[config.mk]
export PLATFORM = sky130hd
export DESIGN_NAME = fcore_trace_scheduler_flat
export DESIGN_NICKNAME = d
export VERILOG_FILES = /design/src/rtl/fcore_trace_scheduler_if.sv /design/src/rtl/fcore_trace_scheduler.sv /design/src/flat_wrapper.sv
export SDC_FILE = /design/constraint.sdc
export NUM_CORES = 1
export LEC_CHECK = 0
export CAP_MARGIN = 0
export CORE_MARGIN = 10
export CORE_UTILIZATION = 50
export CTS_BUF_LIST = sky130_fd_sc_hd__clkbuf_4 sky130_fd_sc_hd__clkbuf_8
export CTS_CLUSTER_DIAMETER = 60
export DETAILED_ROUTE_END_ITERATION = 10
export HOLD_SLACK_MARGIN = 0.06
export PLACE_DENSITY_LB_ADDON = 0.2
export SYNTH_ARGS = -nofsm -noshare
export SYNTH_HDL_FRONTEND = slang
export SYNTH_SLANG_ARGS = --single-unit
export TNS_END_PERCENT = 20
[constraint.sdc]
create_clock -name clock -period 4.9 [get_ports clock]
set_input_delay 0.735 -clock clock [delete_from_list [all_inputs] [get_ports clock]]
set_output_delay 0.735 -clock clock [all_outputs]
set_load 0.1 [all_outputs]
[src/rtl/fcore_trace_scheduler_if.sv]
// Trace scheduler stream bundle: core record input, DMA write input and
// the shared trace output stream. The master side is the scheduler; the
// slave side is the surrounding core taps, DMA snooper and trace sink.
interface fcore_trace_scheduler_if #(
  parameter int DATA_WIDTH = 32,
  parameter int DEST_WIDTH = 16
);
  // Core instruction records (valid/ready)
  logic                  core_valid;
  logic [DATA_WIDTH-1:0] core_data;
  logic                  core_ready;

  // DMA write snoop (no backpressure)
  logic                  dma_valid;
  logic [DATA_WIDTH-1:0] dma_data;
  logic [DEST_WIDTH-1:0] dma_dest;

  // Shared trace output stream (valid/ready)
  logic                  trace_valid;
  logic [DATA_WIDTH-1:0] trace_data;
  logic [DEST_WIDTH-1:0] trace_dest;
  logic [1:0]            trace_user;
  logic                  trace_ready;

  modport master (
    input  core_valid, core_data,
    output core_ready,
    input  dma_valid, dma_data, dma_dest,
    output trace_valid, trace_data, trace_dest, trace_user,
    input  trace_ready
  );

  modport slave (
    output core_valid, core_data,
    input  core_ready,
    output dma_valid, dma_data, dma_dest,
    input  trace_valid, trace_data, trace_dest, trace_user,
    output trace_ready
  );
endinterface

[src/rtl/fcore_trace_scheduler.sv]
// fCore trace scheduler: arms a capture session, frames each captured
// (optionally decimated) round with start/end markers, and shares one
// registered trace output between core records and buffered DMA writes.
// DMA records are held in a FIFO while a round is open and drained between
// rounds.
module fcore_trace_scheduler #(
  parameter int DATA_WIDTH     = 32,
  parameter int DEST_WIDTH     = 16,
  parameter int DMA_FIFO_DEPTH = 16
) (
  input  logic                          clock,
  input  logic                          reset,
  input  logic                          arm,
  input  logic                          abort,
  input  logic [15:0]                   n_rounds,
  input  logic [7:0]                    decimation,
  input  logic                          start,
  input  logic                          done,
  fcore_trace_scheduler_if.master       bus,
  output logic                          busy,
  output logic [15:0]                   rounds_captured,
  output logic [15:0]                   overflow_count
);

  localparam int PTR_W = $clog2(DMA_FIFO_DEPTH) + 1;
  localparam int AW    = PTR_W - 1;

  localparam logic [1:0] USER_CORE  = 2'd0;
  localparam logic [1:0] USER_DMA   = 2'd1;
  localparam logic [1:0] USER_START = 2'd2;
  localparam logic [1:0] USER_END   = 2'd3;

  typedef enum logic [1:0] {
    S_IDLE  = 2'd0,
    S_ARMED = 2'd1,
    S_ROUND = 2'd2,
    S_DRAIN = 2'd3
  } state_t;

  state_t r_state;
  state_t w_next_state;

  // Session bookkeeping
  logic [7:0]  r_decim_cnt;
  logic [15:0] r_rounds_captured;
  logic [15:0] r_overflow_count;
  logic        r_start_pending;
  logic        r_end_pending;

  // Output register
  logic                  r_trace_valid;
  logic [DATA_WIDTH-1:0] r_trace_data;
  logic [DEST_WIDTH-1:0] r_trace_dest;
  logic [1:0]            r_trace_user;

  // DMA FIFO storage and pointers (extra MSB distinguishes full from empty)
  logic [DATA_WIDTH-1:0] r_fifo_data [DMA_FIFO_DEPTH];
  logic [DEST_WIDTH-1:0] r_fifo_dest [DMA_FIFO_DEPTH];
  logic [PTR_W-1:0]      r_wr_ptr;
  logic [PTR_W-1:0]      r_rd_ptr;

  // Combinational decode
  logic        w_slot_free;
  logic        w_fifo_empty;
  logic        w_fifo_full;
  logic        w_in_round;
  logic        w_core_ready;
  logic        w_core_fire;
  logic        w_load_start;
  logic        w_end_fire;
  logic        w_pop;
  logic        w_push;
  logic        w_drop;
  logic        w_start_take;
  logic [7:0]  w_decim_max;
  logic [7:0]  w_decim_next;
  logic [15:0] w_rounds_next;
  logic        w_last_round;

  assign w_slot_free  = !r_trace_valid || bus.trace_ready;
  assign w_fifo_empty = (r_wr_ptr == r_rd_ptr);
  assign w_fifo_full  = (r_wr_ptr[AW] != r_rd_ptr[AW]) &&
                        (r_wr_ptr[AW-1:0] == r_rd_ptr[AW-1:0]);
  assign w_in_round   = (r_state == S_ROUND);

  // Inside a round the start marker goes first, then core records; the end
  // marker waits for a gap in the core stream.
  assign w_load_start = w_in_round && r_start_pending && w_slot_free;
  assign w_core_ready = w_in_round && w_slot_free && !r_start_pending;
  assign w_core_fire  = w_core_ready && bus.core_valid;
  assign w_end_fire   = w_in_round && w_slot_free && !r_start_pending &&
                        !bus.core_valid && r_end_pending;

  // DMA records only drain between rounds, never inside one.
  assign w_pop  = ((r_state == S_ARMED) || (r_state == S_DRAIN)) &&
                  !w_fifo_empty && w_slot_free;
  assign w_push = bus.dma_valid && (r_state != S_IDLE) && (!w_fifo_full || w_pop);
  assign w_drop = bus.dma_valid && (r_state != S_IDLE) && w_fifo_full && !w_pop;

  // Decimation: capture the round whose start arrives with the counter at 0.
  assign w_start_take = (r_state == S_ARMED) && start;
  assign w_decim_max  = (decimation == 8'd0) ? 8'd1 : decimation;
  assign w_decim_next = ({1'b0, r_decim_cnt} + 9'd1 >= {1'b0, w_decim_max}) ?
                        8'd0 : r_decim_cnt + 8'd1;

  assign w_rounds_next = (r_rounds_captured == 16'hFFFF) ? 16'hFFFF :
                         r_rounds_captured + 16'd1;
  assign w_last_round  = (n_rounds != 16'd0) && (w_rounds_next == n_rounds);

  // State register
  // NOTE: clocked state uses non-blocking assignments so every register
  // samples pre-edge values regardless of block ordering.
  always_ff @(posedge clock) begin
    if (reset) r_state <= S_IDLE;
    else       r_state <= w_next_state;
  end

  // Next-state decode; abort overrides every transition
  // NOTE: the default assignment up front keeps this block free of latches.
  always_comb begin
    w_next_state = r_state;
    if (abort) begin
      w_next_state = S_IDLE;
    end else begin
      unique case (r_state)
        S_IDLE:  if (arm) w_next_state = S_ARMED;
        S_ARMED: if (start && (r_decim_cnt == 8'd0)) w_next_state = S_ROUND;
        S_ROUND: if (w_end_fire) w_next_state = w_last_round ? S_DRAIN : S_ARMED;
        S_DRAIN: if (w_fifo_empty && w_slot_free) w_next_state = S_IDLE;
        default: w_next_state = S_IDLE;
      endcase
    end
  end

  // Session counters, decimation counter and marker-pending flags
  always_ff @(posedge clock) begin
    if (reset) begin
      r_decim_cnt       <= 8'd0;
      r_rounds_captured <= 16'd0;
      r_overflow_count  <= 16'd0;
      r_start_pending   <= 1'b0;
      r_end_pending     <= 1'b0;
    end else if (abort) begin
      r_start_pending <= 1'b0;
      r_end_pending   <= 1'b0;
    end else begin
      if ((r_state == S_IDLE) && arm) begin
        r_decim_cnt       <= 8'd0;
        r_rounds_captured <= 16'd0;
        r_overflow_count  <= 16'd0;
        r_end_pending     <= 1'b0;
      end
      if (w_start_take) begin
        r_decim_cnt <= w_decim_next;
        if (r_decim_cnt == 8'd0) r_start_pending <= 1'b1;
      end
      if (w_load_start) r_start_pending <= 1'b0;
      if (w_in_round && done) r_end_pending <= 1'b1;
      // Emitting the end marker closes the round; it wins over a late done.
      if (w_end_fire) begin
        r_end_pending     <= 1'b0;
        r_rounds_captured <= w_rounds_next;
      end
      if (w_drop && (r_overflow_count != 16'hFFFF))
        r_overflow_count <= r_overflow_count + 16'd1;
    end
  end

  // DMA FIFO pointers; abort flushes by realigning both pointers
  always_ff @(posedge clock) begin
    if (reset || abort) begin
      r_wr_ptr <= '0;
      r_rd_ptr <= '0;
    end else begin
      if (w_push) r_wr_ptr <= r_wr_ptr + PTR_W'(1);
      if (w_pop)  r_rd_ptr <= r_rd_ptr + PTR_W'(1);
    end
  end

  // DMA FIFO storage write
  // NOTE: the storage array has no reset; pointers alone define which
  // entries are valid, so clearing the array would only cost logic.
  always_ff @(posedge clock) begin
    if (w_push && !abort) begin
      r_fifo_data[r_wr_ptr[AW-1:0]] <= bus.dma_data;
      r_fifo_dest[r_wr_ptr[AW-1:0]] <= bus.dma_dest;
    end
  end

  // Output register: load by priority when the slot is free, else hold
  always_ff @(posedge clock) begin
    if (reset) begin
      r_trace_valid <= 1'b0;
      r_trace_data  <= '0;
      r_trace_dest  <= '0;
      r_trace_user  <= USER_CORE;
    end else if (abort) begin
      r_trace_valid <= 1'b0;
    end else if (w_slot_free) begin
      r_trace_valid <= w_load_start || w_core_fire || w_end_fire || w_pop;
      if (w_load_start) begin
        r_trace_data <= '0;
        r_trace_dest <= '0;
        r_trace_user <= USER_START;
      end else if (w_core_fire) begin
        r_trace_data <= bus.core_data;
        r_trace_dest <= '0;
        r_trace_user <= USER_CORE;
      end else if (w_end_fire) begin
        r_trace_data <= DATA_WIDTH'(w_rounds_next);
        r_trace_dest <= '0;
        r_trace_user <= USER_END;
      end else if (w_pop) begin
        r_trace_data <= r_fifo_data[r_rd_ptr[AW-1:0]];
        r_trace_dest <= r_fifo_dest[r_rd_ptr[AW-1:0]];
        r_trace_user <= USER_DMA;
      end
    end
  end

  assign bus.core_ready   = w_core_ready;
  assign bus.trace_valid  = r_trace_valid;
  assign bus.trace_data   = r_trace_data;
  assign bus.trace_dest   = r_trace_dest;
  assign bus.trace_user   = r_trace_user;
  assign busy             = (r_state != S_IDLE);
  assign rounds_captured  = r_rounds_captured;
  assign overflow_count   = r_overflow_count;

endmodule

[src/flat_wrapper.sv]
// flat-port wrapper written by rule: the top's interface ports become plain ports
module fcore_trace_scheduler_flat 
#(
  parameter int DATA_WIDTH     = 32,
  parameter int DEST_WIDTH     = 16,
  parameter int DMA_FIFO_DEPTH = 16
)
  (clock, reset, arm, abort, n_rounds, decimation, start, done, busy, rounds_captured, overflow_count, bus_core_valid, bus_core_data, bus_core_ready, bus_dma_valid, bus_dma_data, bus_dma_dest, bus_trace_valid, bus_trace_data, bus_trace_dest, bus_trace_user, bus_trace_ready);
  fcore_trace_scheduler_if #(.DATA_WIDTH(DATA_WIDTH), .DEST_WIDTH(DEST_WIDTH)) bus_i ();
  input  logic clock;
  input  logic reset;
  input  logic arm;
  input  logic abort;
  input  logic [15:0] n_rounds;
  input  logic [7:0] decimation;
  input  logic start;
  input  logic done;
  output logic busy;
  output logic [15:0] rounds_captured;
  output logic [15:0] overflow_count;
  input wire logic [$bits(bus_i.core_valid)-1:0] bus_core_valid;
  input wire logic [$bits(bus_i.core_data)-1:0] bus_core_data;
  output wire logic [$bits(bus_i.core_ready)-1:0] bus_core_ready;
  input wire logic [$bits(bus_i.dma_valid)-1:0] bus_dma_valid;
  input wire logic [$bits(bus_i.dma_data)-1:0] bus_dma_data;
  input wire logic [$bits(bus_i.dma_dest)-1:0] bus_dma_dest;
  output wire logic [$bits(bus_i.trace_valid)-1:0] bus_trace_valid;
  output wire logic [$bits(bus_i.trace_data)-1:0] bus_trace_data;
  output wire logic [$bits(bus_i.trace_dest)-1:0] bus_trace_dest;
  output wire logic [$bits(bus_i.trace_user)-1:0] bus_trace_user;
  input wire logic [$bits(bus_i.trace_ready)-1:0] bus_trace_ready;
  assign bus_i.core_valid = bus_core_valid;
  assign bus_i.core_data = bus_core_data;
  assign bus_core_ready = bus_i.core_ready;
  assign bus_i.dma_valid = bus_dma_valid;
  assign bus_i.dma_data = bus_dma_data;
  assign bus_i.dma_dest = bus_dma_dest;
  assign bus_trace_valid = bus_i.trace_valid;
  assign bus_trace_data = bus_i.trace_data;
  assign bus_trace_dest = bus_i.trace_dest;
  assign bus_trace_user = bus_i.trace_user;
  assign bus_i.trace_ready = bus_trace_ready;
  fcore_trace_scheduler #(.DATA_WIDTH(DATA_WIDTH), .DEST_WIDTH(DEST_WIDTH), .DMA_FIFO_DEPTH(DMA_FIFO_DEPTH)) u_core (.clock(clock), .reset(reset), .arm(arm), .abort(abort), .n_rounds(n_rounds), .decimation(decimation), .start(start), .done(done), .bus(bus_i), .busy(busy), .rounds_captured(rounds_captured), .overflow_count(overflow_count));
endmodule
==> impl_metrics.env, run 1 <==
export IMPL_run_status="complete, no violations"
export IMPL_min_period_over_period_pct=69.8
export IMPL_crit_type="register to output pin"
export IMPL_cp_end_kind="output pin"
export IMPL_critical_path_buf_inv_count=2
export IMPL_dieWidth_um=283
export IMPL_multi_input_area_mm2=0.00900
export IMPL_grt_use_met3_pct=4.77
export IMPL_routabilityCongestion=0.871
export IMPL_dp_cells=2917
export IMPL_setup_violations=0
export IMPL_clock_fmax_ghz=0.293
export IMPL_worstSkewPairLatency_ps=790
export IMPL_placed_area_mm2=0.0381
export IMPL_clockBufferDepth=3
export IMPL_maxSlewViolCount=0
export IMPL_tns_ps=0
export IMPL_period_needed_ps=3420
export IMPL_grt_busiest_layer="met2"
export IMPL_grt_pass1_wl_mm=122
export IMPL_drtPass1Iterations=7
export IMPL_hold_viol=0
export IMPL_drtIter0Drc=1673
export IMPL_final_seq_area_mm2=0.0253
export IMPL_r2r_slack_ps=1750
export IMPL_slowest_stage="clkdlybuf4s50_1"
export IMPL_whs_ps=446
export IMPL_fillCellCount=5041
export IMPL_cpPeakStageDelay_ps=1130
export IMPL_grt_met2_usage_pct=31.5
export IMPL_htreeDepth=4
export IMPL_drive_gt1_share_pct=25.3
export IMPL_cp_cell_sequence="nor2_1 > inv_1 > clkdlybuf4s50_1"
export IMPL_io_pins=198
export IMPL_critPathTopFamily="buffers and inverters"
export IMPL_use_met1_pct=27.5
export IMPL_ys_ff_latch=877
export IMPL_final_util_pct=59.8
export IMPL_cts_hold_buf=0
export IMPL_fp_dieH_um=283
export IMPL_path_max_fanout=10
export IMPL_grt_max_degree=62
export IMPL_synthesis_nets=1972
export IMPL_relSlewSlack_pct=26.3
export IMPL_syn_avg_cell_area_um2=18.8
export IMPL_start_util_pct=50.5
export IMPL_worstSetupStartpointType="register"
export IMPL_cp_arrival_ps=2680
export IMPL_ir_drop_mv=0.211
export IMPL_netlist_instances=1842
export IMPL_synthArstFlopShare_pct=0
export IMPL_root_buffer="clkbuf_8"
export IMPL_core_area_mm2=0.0687
export IMPL_clock_sinks=877
export IMPL_rsz0062_at_grt="no"
export IMPL_via_per_inst=5.83
export IMPL_max_cap_viol_count=0
export IMPL_path_clk_slew_ps=50
export IMPL_cts_setup_buffers=0
export IMPL_tightest_slew_ps=1100
export IMPL_die_area_mm2=0.0803
export IMPL_area_growth_pct=18.6
export IMPL_cts_resized=0
export IMPL_grt_pass1_vias=19200
export IMPL_cts_tree="yes"
export IMPL_fin_cells=3183
export IMPL_rows=96
export IMPL_powerDensity_mw_per_mm2=368
export IMPL_synth_distinct_cells=68
export IMPL_yosys_warnings=0
export IMPL_hold_path_class="register to register"
export IMPL_syn_area_mm2=0.0347
export IMPL_synth_flop_cell="edfxtp_1"
export IMPL_drc=0
export IMPL_cts_inserted_buffers=145
export IMPL_required_ps=4160
export IMPL_wl_per_cell_um=25.2
export IMPL_antenna_found_initial=8
export IMPL_grt_usage_pct=20.0
export IMPL_final_cell_area_mm2=0.0411
export IMPL_p_leak_nw=12.8
export IMPL_fin_skew_ps=38.9
export IMPL_overflow=0
export IMPL_synth_seq_area_share_pct=72.8
export IMPL_ant_nets=0
export IMPL_hpwl_mm=48.5
export IMPL_vias=18600
export IMPL_fin_nets=2263
export IMPL_synth_enable_flop_cells=768
export IMPL_drt_total_wl_mm=80.1
export IMPL_portBuffers=197
[cells in the mapped netlist (4+ instances only)]
| library cell | number | area share (%) |
|---|---|---|
| mux4_2 | 240 | 16 |
| ha_1 | 17 | 0.61 |
| o21ai_1 | 21 | 0.30 |
| a21oi_1 | 43 | 0.62 |
| edfxtp_1 | 768 | 67 |
| and3_1 | 6 | 0.11 |
| clkbuf_1 | 57 | 0.62 |
| or2_2 | 5 | 0.090 |
| nand2b_1 | 12 | 0.22 |
| nand3b_1 | 4 | 0.087 |
| nor4_1 | 9 | 0.16 |
| inv_1 | 38 | 0.41 |
| nor3_1 | 14 | 0.20 |
| buf_1 | 9 | 0.097 |
| or4_1 | 4 | 0.087 |
| a22oi_1 | 34 | 0.74 |
| a21o_1 | 6 | 0.13 |
| dfxtp_1 | 109 | 6.3 |
| nor2b_1 | 8 | 0.14 |
| o21ai_0 | 57 | 0.82 |
| a211oi_1 | 9 | 0.19 |
| or3_1 | 5 | 0.090 |
| nand4_1 | 10 | 0.18 |
| a311oi_1 | 4 | 0.10 |
| xor2_1 | 14 | 0.35 |
| nand2_1 | 73 | 0.79 |
| buf_2 | 33 | 0.48 |
| xnor2_1 | 28 | 0.71 |
| mux2i_1 | 7 | 0.20 |
| nand3_1 | 20 | 0.29 |
| nor2_1 | 123 | 1.3 |
[metrics by stage]
step | power [mW] | setup slack, ps
4_1_cts | 15.3 | 1420
3_3_place_gp | 8.64 | 1100
2_1_floorplan | 8.42 | 305
3_5_place_dp | 8.65 | 1040
6_report | 15.1 | 1480
5_1_grt | 15.7 | 1400
[cells by family (layout without fill, tap and decap cells)]
logic type               after synthesis  after routing  synth area share [%]
flip-flops                           877            877                  72.8
adder cells (fa/ha/maj)               17             17                 0.614
multiplexers                         248            248                  15.8
AO/OA/AOI/OAI                        211            211                  3.83
XOR/XNOR                              42             42                  1.06
other                                  0              5                     0
buffers and inverters                137            542                  1.60
AND/OR/NAND/NOR                      310            310                  4.25
[flip-flops by register name, indices dropped and copies added (netlist names), named ones only]
register and cells:
u_core.bus.trace_data 32, u_core.r_fifo_dest 256, u_core.r_state 2, u_core.overflow_count 16, u_core.r_end_pending 1, u_core.r_decim_cnt 8
u_core.rounds_captured 16, u_core.r_wr_ptr 5, u_core.bus.trace_user 2, u_core.r_start_pending 1, u_core.bus.trace_dest 16, u_core.bus.trace_valid 1
u_core.r_rd_ptr 5, u_core.r_fifo_data 512
[routing by layer]
metal,part of all wire (%),vias to the layer above
met5,0.030,-
met3,7.0,119
met2,48,680
met1,43,9672
met4,2.0,4
li1,-,8089
[path summary, 6_finish.rpt]
check | from | end | cells after the start
max | u_core.r_state[1] | busy | 3
min | u_core.bus.trace_data[11] | u_core.bus.trace_data[11] | 2
max reg2reg | u_core.rounds_captured[0] | u_core.r_state[1] | 8
min reg2reg | u_core.bus.trace_data[11] | u_core.bus.trace_data[11] | 2
[placed cells by master, fill, tap and decap left out, drive strengths merged, types with 4 or more instances in the layout]
cell	instances
or4	4
clkinv	19
nand2b	12
ha	17
mux2i	7
nand4	11
edfxtp	768
clkinvlp	6
and3	6
buf	48
a311oi	4
o21ai	78
dfxtp	109
or2	6
nand2	73
diode	5
a21oi	43
clkbuf	224
or3	6
bufinv	6
nor2	123
a22oi	34
a21o	6
nor3	15
xor2	14
a211oi	9
mux4	240
xnor2	28
inv	44
nand3b	4
nor2b	8
nor4	10
nand3	20
clkdlybuf4s50	195
[power breakdown]
group | total, mW | switching [mW] | internal, mW
Sequential | 8.14 | 0.00841 | 8.13
Combinational | 0.360 | 0.228 | 0.132
Clock | 6.64 | 2.83 | 3.81
[final cells by class]
class | count | area share [%]
sequential | 877 | 61.4
inverter | 38 | 0.347
clock inverter | 37 | 0.874
timing repair buffer | 243 | 6.05
multi-input combinational | 828 | 21.9
tap | 931 | 2.83
clock buffer | 224 | 6.53
antenna | 5 | 0.0304
[worst register-to-register path, cell delays in order (launching register included)]
cell and delay (ps):
dfxtp_1 510, ha_1 380, nand4_1 270, or4_1 630, nand2_1 110, mux2i_1 120, xnor2_1 150, or4_1 540
o41ai_2 340
(Power assumes the default switching activity.)
==> run 2: changes to the inputs <==
==> constraint.sdc (replaced) <==
create_clock -name clock -period 3.22 [get_ports clock]
set_input_delay 0.483 -clock clock [delete_from_list [all_inputs] [get_ports clock]]
set_output_delay 0.483 -clock clock [all_outputs]
set_load 0.1 [all_outputs]
==> impl_metrics.env, run 2 (synthesis gave the netlist of run 1 again) <==
export IMPL_ant_nets=0
export IMPL_tightest_slew_ps=1110
export IMPL_whs_endpoint="u_core.bus.trace_data[31]"
export IMPL_hp_start="reset"
export IMPL_grt_pass1_wl_mm=125
export IMPL_root_buffer="clkbuf_8"
export IMPL_routabilityCongestion=0.919
export IMPL_p_leak_nw=13.0
export IMPL_via_per_inst=5.85
export IMPL_drive_gt1_share_pct=29.7
export IMPL_setup_violations=0
export IMPL_clock_sinks=877
export IMPL_cts_inserted_buffers=144
export IMPL_die_area_mm2=0.0803
export IMPL_drtIter0Drc=2307
export IMPL_min_period_over_period_pct=93.7
export IMPL_regToRegEndpoint="u_core.r_state[1]"
export IMPL_grt_pass1_vias=19400
export IMPL_area_growth_pct=18.7
export IMPL_overflow=0
export IMPL_clock_fmax_ghz=0.331
export IMPL_max_cap_viol_count=0
export IMPL_place_ws_ps=134
export IMPL_fillCellCount=5046
export IMPL_largest_register_ffs=512
export IMPL_rows=96
export IMPL_hpwl_mm=48.3
export IMPL_wl_per_cell_um=26.1
export IMPL_dieWidth_um=283
export IMPL_portBuffers=197
export IMPL_cts_setup_buffers=0
export IMPL_grt_max_degree=71
export IMPL_r2r_slack_ps=200
export IMPL_path_max_fanout=9
export IMPL_cts_tree="yes"
export IMPL_timing_final_ws_setup_ps=202
export IMPL_crit_type="register to register"
export IMPL_core_area_mm2=0.0687
export IMPL_worst_r2r_cell_count=8
export IMPL_fin_nets=2287
export IMPL_path_clk_slew_ps=60
export IMPL_drt_total_wl_mm=83.5
export IMPL_run_status="complete, no violations"
export IMPL_htreeDepth=4
export IMPL_maxSlewViolCount=0
export IMPL_cp_arrival_ps=3710
export IMPL_required_ps=3910
export IMPL_fin_skew_ps=31.3
export IMPL_rsz0062_at_grt="no"
export IMPL_hold_viol=0
export IMPL_worstSetupStartpointType="register"
export IMPL_grt_usage_pct=20.9
export IMPL_dp_cells=2942
export IMPL_start_util_pct=50.5
export IMPL_hold_path_class="primary input to register"
export IMPL_worstSkewPairLatency_ps=780
export IMPL_worstReg2RegStart="u_core.rounds_captured[0]"
export IMPL_cts_hold_buf=0
export IMPL_io_pins=198
export IMPL_cp_end_kind="register"
export IMPL_hold_depth=2
export IMPL_final_common_cell="edfxtp_1"
export IMPL_antenna_found_initial=7
export IMPL_powerDensity_mw_per_mm2=545
export IMPL_period_needed_ps=3020
export IMPL_drc=0
export IMPL_mostFrequentLayoutCells="768 x edfxtp_1, 240 x mux4_2, 151 x clkbuf_8"
export IMPL_fin_cells=3197
export IMPL_relSlewSlack_pct=25.8
export IMPL_fp_dieH_um=283
export IMPL_ir_drop_mv=0.290
export IMPL_clockBufferDepth=3
export IMPL_drtPass1Iterations=6
export IMPL_cts_resized=0
export IMPL_vias=18700
==> run 2: changes by cell type in the layout (fill, tap and decap cells not counted), moves of 5 or more <==
cell and change:
dfxtp_1 -10, dfxtp_2 +10, clkbuf_8 -9, clkdlybuf4s50_1 -78, buf_12 +19, buf_4 +84
clkinvlp_4 +5
==> run 2: how the worst max path moves through the flow <==
stage | depth (start not counted) | from | end | slack, ps
finish | 8 | u_core.rounds_captured[0] | u_core.r_state[1] | 200
global route | 8 | u_core.rounds_captured[0] | u_core.r_state[1] | 70
CTS | 8 | u_core.rounds_captured[0] | u_core.r_state[1] | 250
detailed placement | 11 | decimation[5] | u_core.r_decim_cnt[6] | 130
global placement | 11 | decimation[5] | u_core.r_decim_cnt[6] | 130
floorplan | 5 | u_core.bus.trace_valid | u_core.r_fifo_data[12][0] | -250
==> run 2: final cells by class <==
cell class,instances,area [um2],share of cell area (%)
diodes,1,2.50,0.00608
clock buffers,217,2570,6.26
clock inverters,37,258,0.626
inverters,38,143,0.347
multi-input cells,828,9020,21.9
flip-flops and latches,877,25300,61.4
well taps,931,1160,2.83
repair buffers,268,2720,6.60
==> run 2: per-stage QoR <==
stage / util, % / setup TNS, ps / instance area (um2) / hold WS, ps / total power, mW
after floorplan: - / -175270 / 34700 / 499 / 12.8
after global placement: 55.8 / 0 / 38300 / 435 / 13.1
after detailed placement: 55.8 / 0 / 38300 / 439 / 13.2
after CTS: 59.9 / 0 / 41100 / 128 / 22.7
after global routing: 59.9 / 0 / 41100 / 145 / 23.2
final: 59.9 / 0 / 41100 / 184 / 22.4
==> run 2: per-layer routing <==
metal,up-vias,GRT usage (%),part of all wire [%]
met5,-,0,0.053
met3,127,5.62,7.8
li1,8111,-,-
met2,771,33.9,49
met1,9687,27.6,41
met4,8,5.87,1.7
==> run 2: power breakdown <==
part,internal (mW),switching [mW]
Clock,5.26,4.22
Sequential,12.4,0.0119
Combinational,0.203,0.348
Total,17.8,4.58
==> run 2: critical path, stage by stage (launching register included) <==
cell and delay, ps:
dfxtp_2 440, ha_1 230, nand4_1 260, or4_1 650, nand2_1 120, mux2i_1 150
xnor2_1 180, or4_1 540, o41ai_2 340
==> run 3: changes to the inputs <==
--- a/config.mk
+++ b/config.mk
@@ -13,6 +13,7 @@
 export DETAILED_ROUTE_END_ITERATION = 10
 export HOLD_SLACK_MARGIN = 0.06
 export PLACE_DENSITY_LB_ADDON = 0.2
+export SETUP_SLACK_MARGIN = 0.4
 export SYNTH_ARGS = -nofsm -noshare
 export SYNTH_HDL_FRONTEND = slang
 export SYNTH_SLANG_ARGS = --single-unit
==> constraint.sdc (replaced) <==
create_clock -name clock -period 2.85 [get_ports clock]
set_input_delay 0.4275 -clock clock [delete_from_list [all_inputs] [get_ports clock]]
set_output_delay 0.4275 -clock clock [all_outputs]
set_load 0.1 [all_outputs]
==> impl_metrics.env, run 3 (synthesis gave the netlist of run 1 again) <==
export IMPL_cp_arrival_ps=3190
export IMPL_rows=96
export IMPL_fin_cells=3294
export IMPL_run_status="complete, no violations"
export IMPL_tightest_slew_ps=847
export IMPL_drtPass1Iterations=6
export IMPL_clockBufferDepth=3
export IMPL_mostFrequentLayoutCells="768 x edfxtp_1, 240 x mux4_2, 177 x buf_4"
export IMPL_grt_pass1_wl_mm=128
export IMPL_timing_final_ws_setup_ps=364
export IMPL_worstSkewPairLatency_ps=790
export IMPL_met2WireLength_mm=42.2
export IMPL_fillCellCount=4812
export IMPL_area_growth_pct=23.2
export IMPL_start_util_pct=50.5
export IMPL_ir_drop_mv=0.350
export IMPL_placed_area_mm2=0.0387
export IMPL_path_max_fanout=4
export IMPL_drt_total_wl_mm=86.7
export IMPL_largest_register_ffs=512
export IMPL_vias=19300
export IMPL_hpwl_mm=48.5
export IMPL_root_buffer="clkbuf_8"
export IMPL_grt_max_degree=58
export IMPL_max_cap_viol_count=0
export IMPL_routabilityCongestion=0.936
export IMPL_r2r_slack_ps=360
export IMPL_p_leak_nw=13.7
export IMPL_drc=0
export IMPL_clock_fmax_ghz=0.402
export IMPL_fin_skew_ps=32.1
export IMPL_cp_end_kind="register"
export IMPL_dieWidth_um=283
export IMPL_overflow=0
export IMPL_path_clk_slew_ps=60
export IMPL_dr_max_layer_used="met5"
export IMPL_regToRegEndpoint="u_core.r_state[1]"
export IMPL_wl_per_cell_um=26.3
export IMPL_die_area_mm2=0.0803
export IMPL_via_per_inst=5.87
export IMPL_hold_path_class="primary input to register"
export IMPL_crit_type="register to register"
export IMPL_io_pins=198
export IMPL_place_ws_ps=-133
export IMPL_htreeDepth=4
export IMPL_worstReg2RegStart="u_core.rounds_captured[0]"
export IMPL_worst_r2r_cell_count=9
export IMPL_hold_viol=0
export IMPL_worstSetupStartpointType="register"
export IMPL_drt_met1_wl_mm=35.6
export IMPL_min_period_over_period_pct=87.2
export IMPL_cts_tree="yes"
export IMPL_powerDensity_mw_per_mm2=595
export IMPL_fin_nets=2376
export IMPL_maxSlewViolCount=0
export IMPL_grt_pass1_vias=19800
export IMPL_tns_ps=0
export IMPL_hold_depth=3
export IMPL_period_needed_ps=2490
export IMPL_dp_cells=2959
export IMPL_clock_sinks=877
export IMPL_setup_violations=0
export IMPL_final_cell_area_mm2=0.0427
export IMPL_portBuffers=197
export IMPL_met3WireLength_mm=7.11
export IMPL_ant_nets=0
export IMPL_required_ps=3550
export IMPL_final_util_pct=62.2
export IMPL_rsz0062_at_grt="yes"
export IMPL_cts_inserted_buffers=144
export IMPL_fp_dieH_um=283
export IMPL_antenna_found_initial=7
export IMPL_drive_gt1_share_pct=35.7
export IMPL_hp_start="bus_core_data[2]"
export IMPL_final_common_cell="edfxtp_1"
export IMPL_grt_usage_pct=21.2
export IMPL_whs_endpoint="u_core.bus.trace_data[2]"
export IMPL_core_area_mm2=0.0687
export IMPL_relSlewSlack_pct=43.0
export IMPL_drtIter0Drc=2078
## run 3: cell type report
class                      count  area (um2)  share of cell area, %
clock buffer                 203        2480                   5.81
inverter                      38         146                  0.343
clock inverter                57         378                  0.885
sequential                   877       25300                   59.3
tap                          931        1160                   2.73
antenna                        3        7.51                 0.0176
timing repair buffer         357        3870                   9.07
multi-input combinational    828        9320                   21.8
## run 3: report_power, final
part           leakage (nW)  total [mW]  internal [mW]  switching, mW
sequential             7.81        14.0           14.0         0.0130
clock                  1.51        10.8           5.91           4.88
combinational          4.40       0.663          0.255          0.408
## run 3: how the worst max path moves through the flow
stage,start,end,cells past startpoint
final,u_core.rounds_captured[0],u_core.r_state[1],9
after global routing,u_core.rounds_captured[0],u_core.r_state[1],9
after global placement,decimation[5],u_core.r_decim_cnt[6],11
after floorplan,u_core.rounds_captured[0],u_core.r_state[1],9
after CTS,register,u_core.bus.trace_data[25],8
after detailed placement,decimation[5],u_core.r_decim_cnt[6],11
## run 3: critical path, cell delays in order (launching register included)
cell     delay [ps]
dfxtp_4         390
ha_4            150
nand4_1         140
buf_4           180
or4_4           500
nand2_2         110
mux2i_4          90
xnor2_1         150
or4_1           490
o41ai_2         200
## run 3: layer usage
layer / track usage, % / vias to the layer above
met1: 28.2 / 10100
met3: 5.79 / 143
met2: 33.8 / 805
met5: 0 / -
met4: 6.28 / 6
li1: - / 8313
## run 3: metrics by stage
| stage | power [mW] | hold slack, ps |
|---|---|---|
| CTS | 25.7 | 201 |
| floorplan | 14.5 | 499 |
| global route | 26.3 | 274 |
| finish | 25.4 | 282 |
| detailed placement | 14.9 | 447 |
| global placement | 14.9 | 435 |
## run 3: timing repair
item                                    in CTS  in global routing
cloned                                       3                  8
endpoints found under the setup margin     170                298
endpoints found under the hold margin        4                  0
buffers inserted                            27                 33
pin swaps                                   15                 16
hold buffers                                 1                  0
resized for setup                           40                 45
